===== src/rtl/serial_add_sub_pkg.sv =====
// Shared types and constants for the bit-serial adder/subtractor.
package serial_add_sub_pkg;

    typedef enum logic [1:0] {
        IDLE  = 2'd0,
        SHIFT = 2'd1,
        DONE  = 2'd2
    } state_e;

    localparam logic MODE_ADD = 1'b0;
    localparam logic MODE_SUB = 1'b1;

endpackage


===== src/rtl/serial_add_sub_fa_fs_cell.sv =====
// One-bit full adder / full subtractor used by the serial datapath.
module fa_fs_cell
    import serial_add_sub_pkg::*;
(
    input  logic a,
    input  logic b,
    input  logic cin,
    input  logic mode,
    output logic s,
    output logic cout
);

    always_comb begin
        s = a ^ b ^ cin;
        if (mode == MODE_SUB) begin
            // cin/cout carry the borrow in subtract mode
            cout = (~a & b) | (~(a ^ b) & cin);
        end else begin
            cout = (a & b) | (cin & (a ^ b));
        end
    end

endmodule


===== src/rtl/serial_add_sub.sv =====
// Bit-serial add/subtract: LSB-first through a single 1-bit cell, WIDTH cycles per operation.
module serial_add_sub
    import serial_add_sub_pkg::*;
#(
    parameter int WIDTH = 8
) (
    input  logic             clk,
    input  logic             rst_n,
    input  logic             start,
    input  logic             mode,
    input  logic [WIDTH-1:0] a,
    input  logic [WIDTH-1:0] b,
    output logic             busy,
    output logic             done,
    output logic [WIDTH-1:0] result,
    output logic             cout,
    output logic             ovf
);

    localparam int CNT_W = $clog2(WIDTH);

    state_e             state_q;
    logic [WIDTH-1:0]   a_q;
    logic [WIDTH-1:0]   b_q;
    logic               mode_q;
    logic [CNT_W-1:0]   cnt_q;
    logic               carry_q;
    logic [WIDTH-2:0]   acc_q;
    logic [WIDTH-1:0]   result_q;
    logic               cout_q;
    logic               ovf_q;
    logic               busy_q;
    logic               done_q;

    logic               sum_d;
    logic               carry_d;
    logic [WIDTH-1:0]   acc_d;
    logic               last_bit;

    fa_fs_cell u_cell (
        .a    (a_q[0]),
        .b    (b_q[0]),
        .cin  (carry_q),
        .mode (mode_q),
        .s    (sum_d),
        .cout (carry_d)
    );

    // Partial sum lives in acc_q; the final bit joins it only when the result is latched.
    always_comb begin
        acc_d    = {sum_d, acc_q};
        last_bit = (cnt_q == CNT_W'(WIDTH - 1));
    end

    always_ff @(posedge clk or negedge rst_n) begin
        if (!rst_n) begin
            state_q  <= IDLE;
            a_q      <= '0;
            b_q      <= '0;
            mode_q   <= MODE_ADD;
            cnt_q    <= '0;
            carry_q  <= 1'b0;
            acc_q    <= '0;
            result_q <= '0;
            cout_q   <= 1'b0;
            ovf_q    <= 1'b0;
            busy_q   <= 1'b0;
            done_q   <= 1'b0;
        end else begin
            case (state_q)
                IDLE: begin
                    if (start) begin
                        a_q     <= a;
                        b_q     <= b;
                        mode_q  <= mode;
                        cnt_q   <= '0;
                        carry_q <= 1'b0;
                        busy_q  <= 1'b1;
                        state_q <= SHIFT;
                    end
                end
                SHIFT: begin
                    a_q     <= a_q >> 1;
                    b_q     <= b_q >> 1;
                    carry_q <= carry_d;
                    acc_q   <= acc_d[WIDTH-1:1];
                    cnt_q   <= cnt_q + CNT_W'(1);
                    if (last_bit) begin
                        result_q <= acc_d;
                        cout_q   <= carry_d;
                        ovf_q    <= carry_q ^ carry_d;
                        done_q   <= 1'b1;
                        state_q  <= DONE;
                    end
                end
                DONE: begin
                    done_q  <= 1'b0;
                    busy_q  <= 1'b0;
                    state_q <= IDLE;
                end
                default: begin
                    done_q  <= 1'b0;
                    busy_q  <= 1'b0;
                    state_q <= IDLE;
                end
            endcase
        end
    end

    assign busy   = busy_q;
    assign done   = done_q;
    assign result = result_q;
    assign cout   = cout_q;
    assign ovf    = ovf_q;

endmodule


===== config.mk =====
export PLATFORM = sky130hd
export DESIGN_NAME = serial_add_sub
export DESIGN_NICKNAME = d
export VERILOG_FILES = /design/src/rtl/serial_add_sub_pkg.sv /design/src/rtl/serial_add_sub_fa_fs_cell.sv /design/src/rtl/serial_add_sub.sv
export SDC_FILE = /design/constraint.sdc
export NUM_CORES = 1
export LEC_CHECK = 0
export BUFFER_PORTS_ARGS = -buffer_cell sky130_fd_sc_hd__buf_4
export CAP_MARGIN = 20
export CORE_UTILIZATION = 52
export CTS_CLUSTER_DIAMETER = 30
export DETAILED_ROUTE_END_ITERATION = 16
export PLACE_DENSITY_LB_ADDON = 0.3
export SLEW_MARGIN = 20
export SYNTH_ARGS = -nofsm -noshare
export SYNTH_HDL_FRONTEND = slang
export SYNTH_HIERARCHICAL = 1
export SYNTH_SLANG_ARGS = --single-unit

===== constraint.sdc =====
create_clock -name clk -period 3.15 [get_ports clk]
set_input_delay 0.4725 -clock clk [delete_from_list [all_inputs] [get_ports clk]]
set_output_delay 0.4725 -clock clk [all_outputs]
set_load 0.02 [all_outputs]

[Word level (Yosys, flattened, before mapping)]
Cells that the tools add are included.
Cells by class
  add/sub/neg operators: 1
  equality and inequality tests: 4
  mux-type cells: 16
  bitwise logic cells: 13
  reduce and logical (&&, ||, !) cells: 8
Operators by type and width (number)
  $pmux 8 s2: 2
  $mux 8: 2
  $reduce_and 2->1: 6
  $pmux 1 s2: 3
  $pmux 3 s2: 1
  $and 1x1->1: 4
  $mux 1: 4
  $mux 2: 2
  $ne 2x2->1 const B: 2
  $not 1->1: 4
  $pmux 2 s2: 1
  $add 3x1->3 const B: 1
  $eq 3x3->1 const B: 1
  $mux 3: 1
  $xor 1x1->1: 3
  $eq 2x1->1 const B: 1
  $logic_not 2->1: 1
  $or 1x1->1: 2
  $reduce_bool 2->1: 1
Word-level totals
  flip-flop bits (word level): 42
  output and inout bits: 12
  logic and storage cells: 54

[Depth between registers and ports, before layout]
  word-level depth: 6
  depth in mapped cells: 5
  depth with buffers taken out: 5

[Hierarchy]
The synthesis kept the hierarchy.
By module, submodules not included
  serial_add_sub: times used 1, cells each 151, area an instance 1938.1 sq um
  fa_fs_cell: times used 1, cells each 6, area an instance 61.3 sq um

[Least setup slack after synthesis]
No wires, ideal clock.
  path type: reg-to-reg
  start point: register a_q[0]
  end point: register ovf_q, in the netlist ovf
  setup time: 0.125 ns
  arrival time: 1.383 ns
  required time: 3.025 ns
  path slack: 1.642 ns
  stages on the path, launching flop included: 5
  buffers on the path: 0
  cells stage by stage: dfrtp_1 > fa_1 > mux2i_1 > xor2_1 > mux2_2
Between the ends
  longest elaborated chain between the ends: 6
Ends and longest elaborated chain
  start, declared: line serial_add_sub.sv:23  | logic [WIDTH-1:0] a_q;
  start signal, assigned: line serial_add_sub.sv:83  | a_q <= a_q >> 1;
  $xor 1x1->1: line serial_add_sub_fa_fs_cell.sv:17, serial_add_sub_fa_fs_cell.sv:19
  $not 1->1: line serial_add_sub_fa_fs_cell.sv:17  | cout = (~a & b) | (~(a ^ b) & cin);
  $and 1x1->1: line serial_add_sub_fa_fs_cell.sv:17
  $or 1x1->1: line serial_add_sub_fa_fs_cell.sv:17
  $mux 1 (*): line serial_add_sub_fa_fs_cell.sv:15  | if (mode == MODE_SUB) begin
  via carry_d: line serial_add_sub.sv:36  | logic carry_d;
  $xor 1x1->1 (*): line serial_add_sub.sv:91  | ovf_q <= carry_q ^ carry_d;
  end signal, assigned: line serial_add_sub.sv:91
  end, declared: line serial_add_sub.sv:31  | logic ovf_q;
Mark *: on every way through the listed nets, which the timed path passes. The rest lies on a longest branch.
A chain may end at the register's enable or synchronous reset.

[Worst setup path after layout]
  start point: register state_q[0]
  end point: register acc_q[2]
Between the ends
  longest elaborated chain between the ends: 1
Ends and longest elaborated chain
  start, declared: line serial_add_sub.sv:22  | state_e state_q;
  start signal, assigned: line serial_add_sub.sv:57  | state_q <= IDLE;
  start signal, assigned: line serial_add_sub.sv:79  | state_q <= SHIFT;
  start signal, assigned: line serial_add_sub.sv:93  | state_q <= DONE;
  $eq 2x1->1: line serial_add_sub.sv:70  | case (state_q)
  end signal, assigned: line serial_add_sub.sv:86  | acc_q <= acc_d[WIDTH-1:1];
  end, declared: line serial_add_sub.sv:28  | logic [WIDTH-2:0] acc_q;
Every way passes these cells.

==> summary.txt <==
Synthesis
  • Yosys reg bits: 42
  • Post-synthesis compound-gate area fraction: 9.95%
  • Post-synth cell types: 28
  • Post-synthesis mux area share: 11.1%
  • Ys Warns: 6
  • Largest family of logic cells by synthesized area: simple AND/OR/NAND/NOR gates
  • Ys flop type: dfrtp_1
  • EDFF count, synth: 0
  • Mapped Area: between 0.0015 and 0.002 mm2
  • Synth area leader: dfrtp_1
  • Syn avg cell area: approximately 13 um2
  • Main area contributors after synthesis: dfrtp_1 53%, mux2_2 10%, nor4b_1 5.7%
  • Post-Syn Nets: around 180
  • Post-Synthesis Cells: 157
  • Synth top area share: 52.6%
  • Synth Area in XOR/XNOR: less than 1%
  • Post-Synth Adder-Cell Area: 3.25%
  • Async SR Flop Fraction: 100%
  • Register area share after synthesis: 52.6%
  • Simple-gate area share of the yosys netlist: 14.3%

Detailed routing
  • DRC: 0
  • Via density: 5.51
  • Total wire length: 3490 um
  • Post-route ant nets: 0
  • Drt initial violations: 92
  • Wire length per cell: 15.1 um
  • First-pass detailed-route iteration total: 4
  • Vias: 1273

Worst setup path
  • Worst r2r path cells: 2
  • R2r startpoint: state_q[0]$_DFFE_PN0P_
  • Worst setup SP type: flop
  • Crit-path max FO: 36
  • Path type of the worst setup path: reg2reg
  • Critical path's top delay family: flip-flops
  • Register-to-register setup slack: around 1 ns
  • WP data arrival: 2.33 ns
  • Slowest stage cell, crit path: dfrtp_1
  • Critical-path cell list: nor2b_1, mux2_2
  • Max incr delay on CP: 1.08 ns
  • Buf/Inv on CP: 0
  • Worst reg2reg endpoint: acc_q[2]$_DFFE_PN0P_
  • Worst Setup End Kind: flop
  • Required @ worst endpoint: 3.33 ns

Power and ir drop
  • Switching share of power: about a third
  • Leak: 1.07 nW
  • Power share of the combinational group: 38.7%
  • Pwr per Cell Area: 1010 mW/mm2
  • Internal power: ~0.0015 W
  • Peak VDD IR: ~0.6 mV
  • Total power: about 0.0023 W
  • Flop pwr share: 43.4%
  • Clock share of power: around 18%
  • Sw Pwr: 0.000825 W

Floorplan
  • Initial Utilization: 54.6%
  • I/O pin cnt: 32
  • Die Wd: about 64 um
  • Die H: 64.0 um
  • Core box area: 0.00366 mm2
  • Rows: 22
  • Die area: 0.00410 mm2

Run status
  • Status: complete, no violations

Timing
  • Clock skew: 0.00766 ns
  • Worst-margin pin slew: 1.11 ns
  • Final hold vios: 0
  • RSZ-0062 raised after global routing: false
  • Setup TNS: 0 ns
  • Period utilization: about two thirds
  • Setup Viol. Count Final: 0
  • Max transition margin: 26.3%
  • PnR worst setup slack: between 1 and 1.5 ns
  • Maximum clock rate: 465 MHz
  • Slew Limit Fails: 0
  • Period minus WS final: 2.15 ns

Clock tree
  • CTS buffer count: 5
  • Clk Latency, worst-skew pair: 0.29 ns
  • Clock Root Buffer: clkbuf_8
  • Setup bufs post-CTS: 0
  • Htree depth: 2
  • Cts hold-fix bufs: 0
  • Max clock buf depth: 2
  • Worst-path clk slew: approximately 0.08 ns
  • CTS tree: done
  • Clock Sinks: 42
  • Post-CTS resize count: 0

Global route
  • Largest net degree at the start of global routing: 43
  • Initial antenna violation count: 0
  • First-pass GRT wire length: 6020 um
  • Grt ovf: 0
  • GRT Overall Usage: about a fifth
  • Vias in the first global route: 1271

Place
  • Post-place setup slack: 1.05 ns
  • Number of port buffers: 31
  • Hpwl dp: 2360 um
  • RePlAce Congestion: 0.852
  • Placed insts: 223
  • Placed instance area: between 0.002 and 0.0025 mm2

Finish
  • Final cell count without fillers: 231
  • Number of antenna diodes: 0
  • Post-Layout Inst Area: 0.00231 mm2
  • Layout area overhead: 15.7%
  • Area of the multi-input gates: just under 800 um2
  • Nets: 206
  • Reg area: 0.00105 mm2
  • Share of post-route cells with drive strength above 1: 34.4%
  • # fillers: between 200 and 300

Flow run
  • Max-Cap Viols: 0

Hold path
  • Worst min path class: in2async
[layout by cell type (no fill, tap or decap)]
master      synthesis  routed
a22o_1              4       4
ha_1                2       2
mux2_2             18      18
a221oi_1            2       2
o21ba_2             1       1
nor2_1              1       1
xor2_1              1       1
nor4b_1            13      13
buf_4               3      32
nand3b_4            1       1
dfrtp_1            42      42
nand2b_1            3       3
bufinv_16           0       1
fa_1                2       2
a211oi_1           11      11
a21oi_1             3       3
nor3b_2             1       1
nor2b_1             1       1
a211o_1             1       1
or4b_1              1       1
o221a_2             1       1
nor3b_1            12      12
o21bai_4            1       1
inv_1              18      18
mux2i_1             2       2
nor4bb_1            1       1
clkinvlp_4          0       2
clkbuf_8            0       5
[through the flow]
| step | hold slack, ns | utilization (%) |
|---|---|---|
| after floorplan | 0.177 | - |
| after global placement | 0.477 | 60.1 |
| after detailed placement | 0.489 | 60.1 |
| after CTS | 0.160 | 63.2 |
| after global routing | 0.187 | 63.2 |
| final | 0.150 | 63.2 |
[registers in the layout (all words and copies together), names as in the netlist]
name / cells
cnt_q: 3
busy: 1
done: 1
mode_q: 1
b_q: 8
a_q: 8
state_q: 2
result: 8
acc_q: 7
carry_q: 1
ovf: 1
cout: 1
[synthesized netlist by cell type (all sizes together), types with 2 or more instances]
master / n
buf: 12
a22o: 4
dfrtp: 42
fa: 2
inv: 18
a221oi: 2
ha: 2
clkbuf: 2
mux2: 18
nand2b: 3
nor4b: 13
mux2i: 2
nor3b: 13
a211oi: 11
a21oi: 3
[layout make-up]
cell class / count / share of cell area [%]
Sequential cell: 42 / 45.4
Multi-Input combinational cell: 83 / 33.7
Timing Repair Buffer: 32 / 10.4
Clock buffer: 5 / 2.97
Inverter: 18 / 2.92
Tap cell: 48 / 2.60
Clock inverter: 3 / 1.95
[per-layer routing]
layer / global-route usage, % / wire length (um) / vias up
met5: 0 / 0 / -
met3: 6.25 / 151 / 6
li1: - / - / 606
met4: 7.39 / 77 / 0
met2: 29.5 / 1650 / 27
met1: 26.2 / 1600 / 634
[kinds of logic after synthesis]
group                    after synthesis
AND/OR/NAND/NOR                       34
adder cells (fa/ha/maj)                4
multiplexers                          20
flip-flops                            42
buffers and inverters                 32
AO/OA/AOI/OAI                         24
XOR/XNOR                               1
[how the worst max path moves through the flow]
stage,from,end,slack (ns),cells after the start
3_3_place_gp,state_q[0]$_DFFE_PN0P_,acc_q[5]$_DFFE_PN0P_,1.17,2
6_report,state_q[0]$_DFFE_PN0P_,acc_q[2]$_DFFE_PN0P_,1.00,2
3_5_place_dp,state_q[0]$_DFFE_PN0P_,acc_q[2]$_DFFE_PN0P_,1.05,2
4_1_cts,state_q[0]$_DFFE_PN0P_,acc_q[2]$_DFFE_PN0P_,1.02,2
2_1_floorplan,a_q[0]$_DFFE_PN0P_,ovf$_DFFE_PN0P_,1.64,4
5_1_grt,state_q[0]$_DFFE_PN0P_,acc_q[2]$_DFFE_PN0P_,0.93,2
[power groups by stage]
stage,clock (W),sequential [W],combinational (W)
6_report,0.000420,0.00102,0.000907
5_1_grt,0.000451,0.00106,0.000993
2_1_floorplan,0,0.00103,0.000660
3_3_place_gp,0,0.00101,0.000871
4_1_cts,0.000434,0.00102,0.000918
3_5_place_dp,0,0.00103,0.000915
Power figures use the tool's default switching activity.
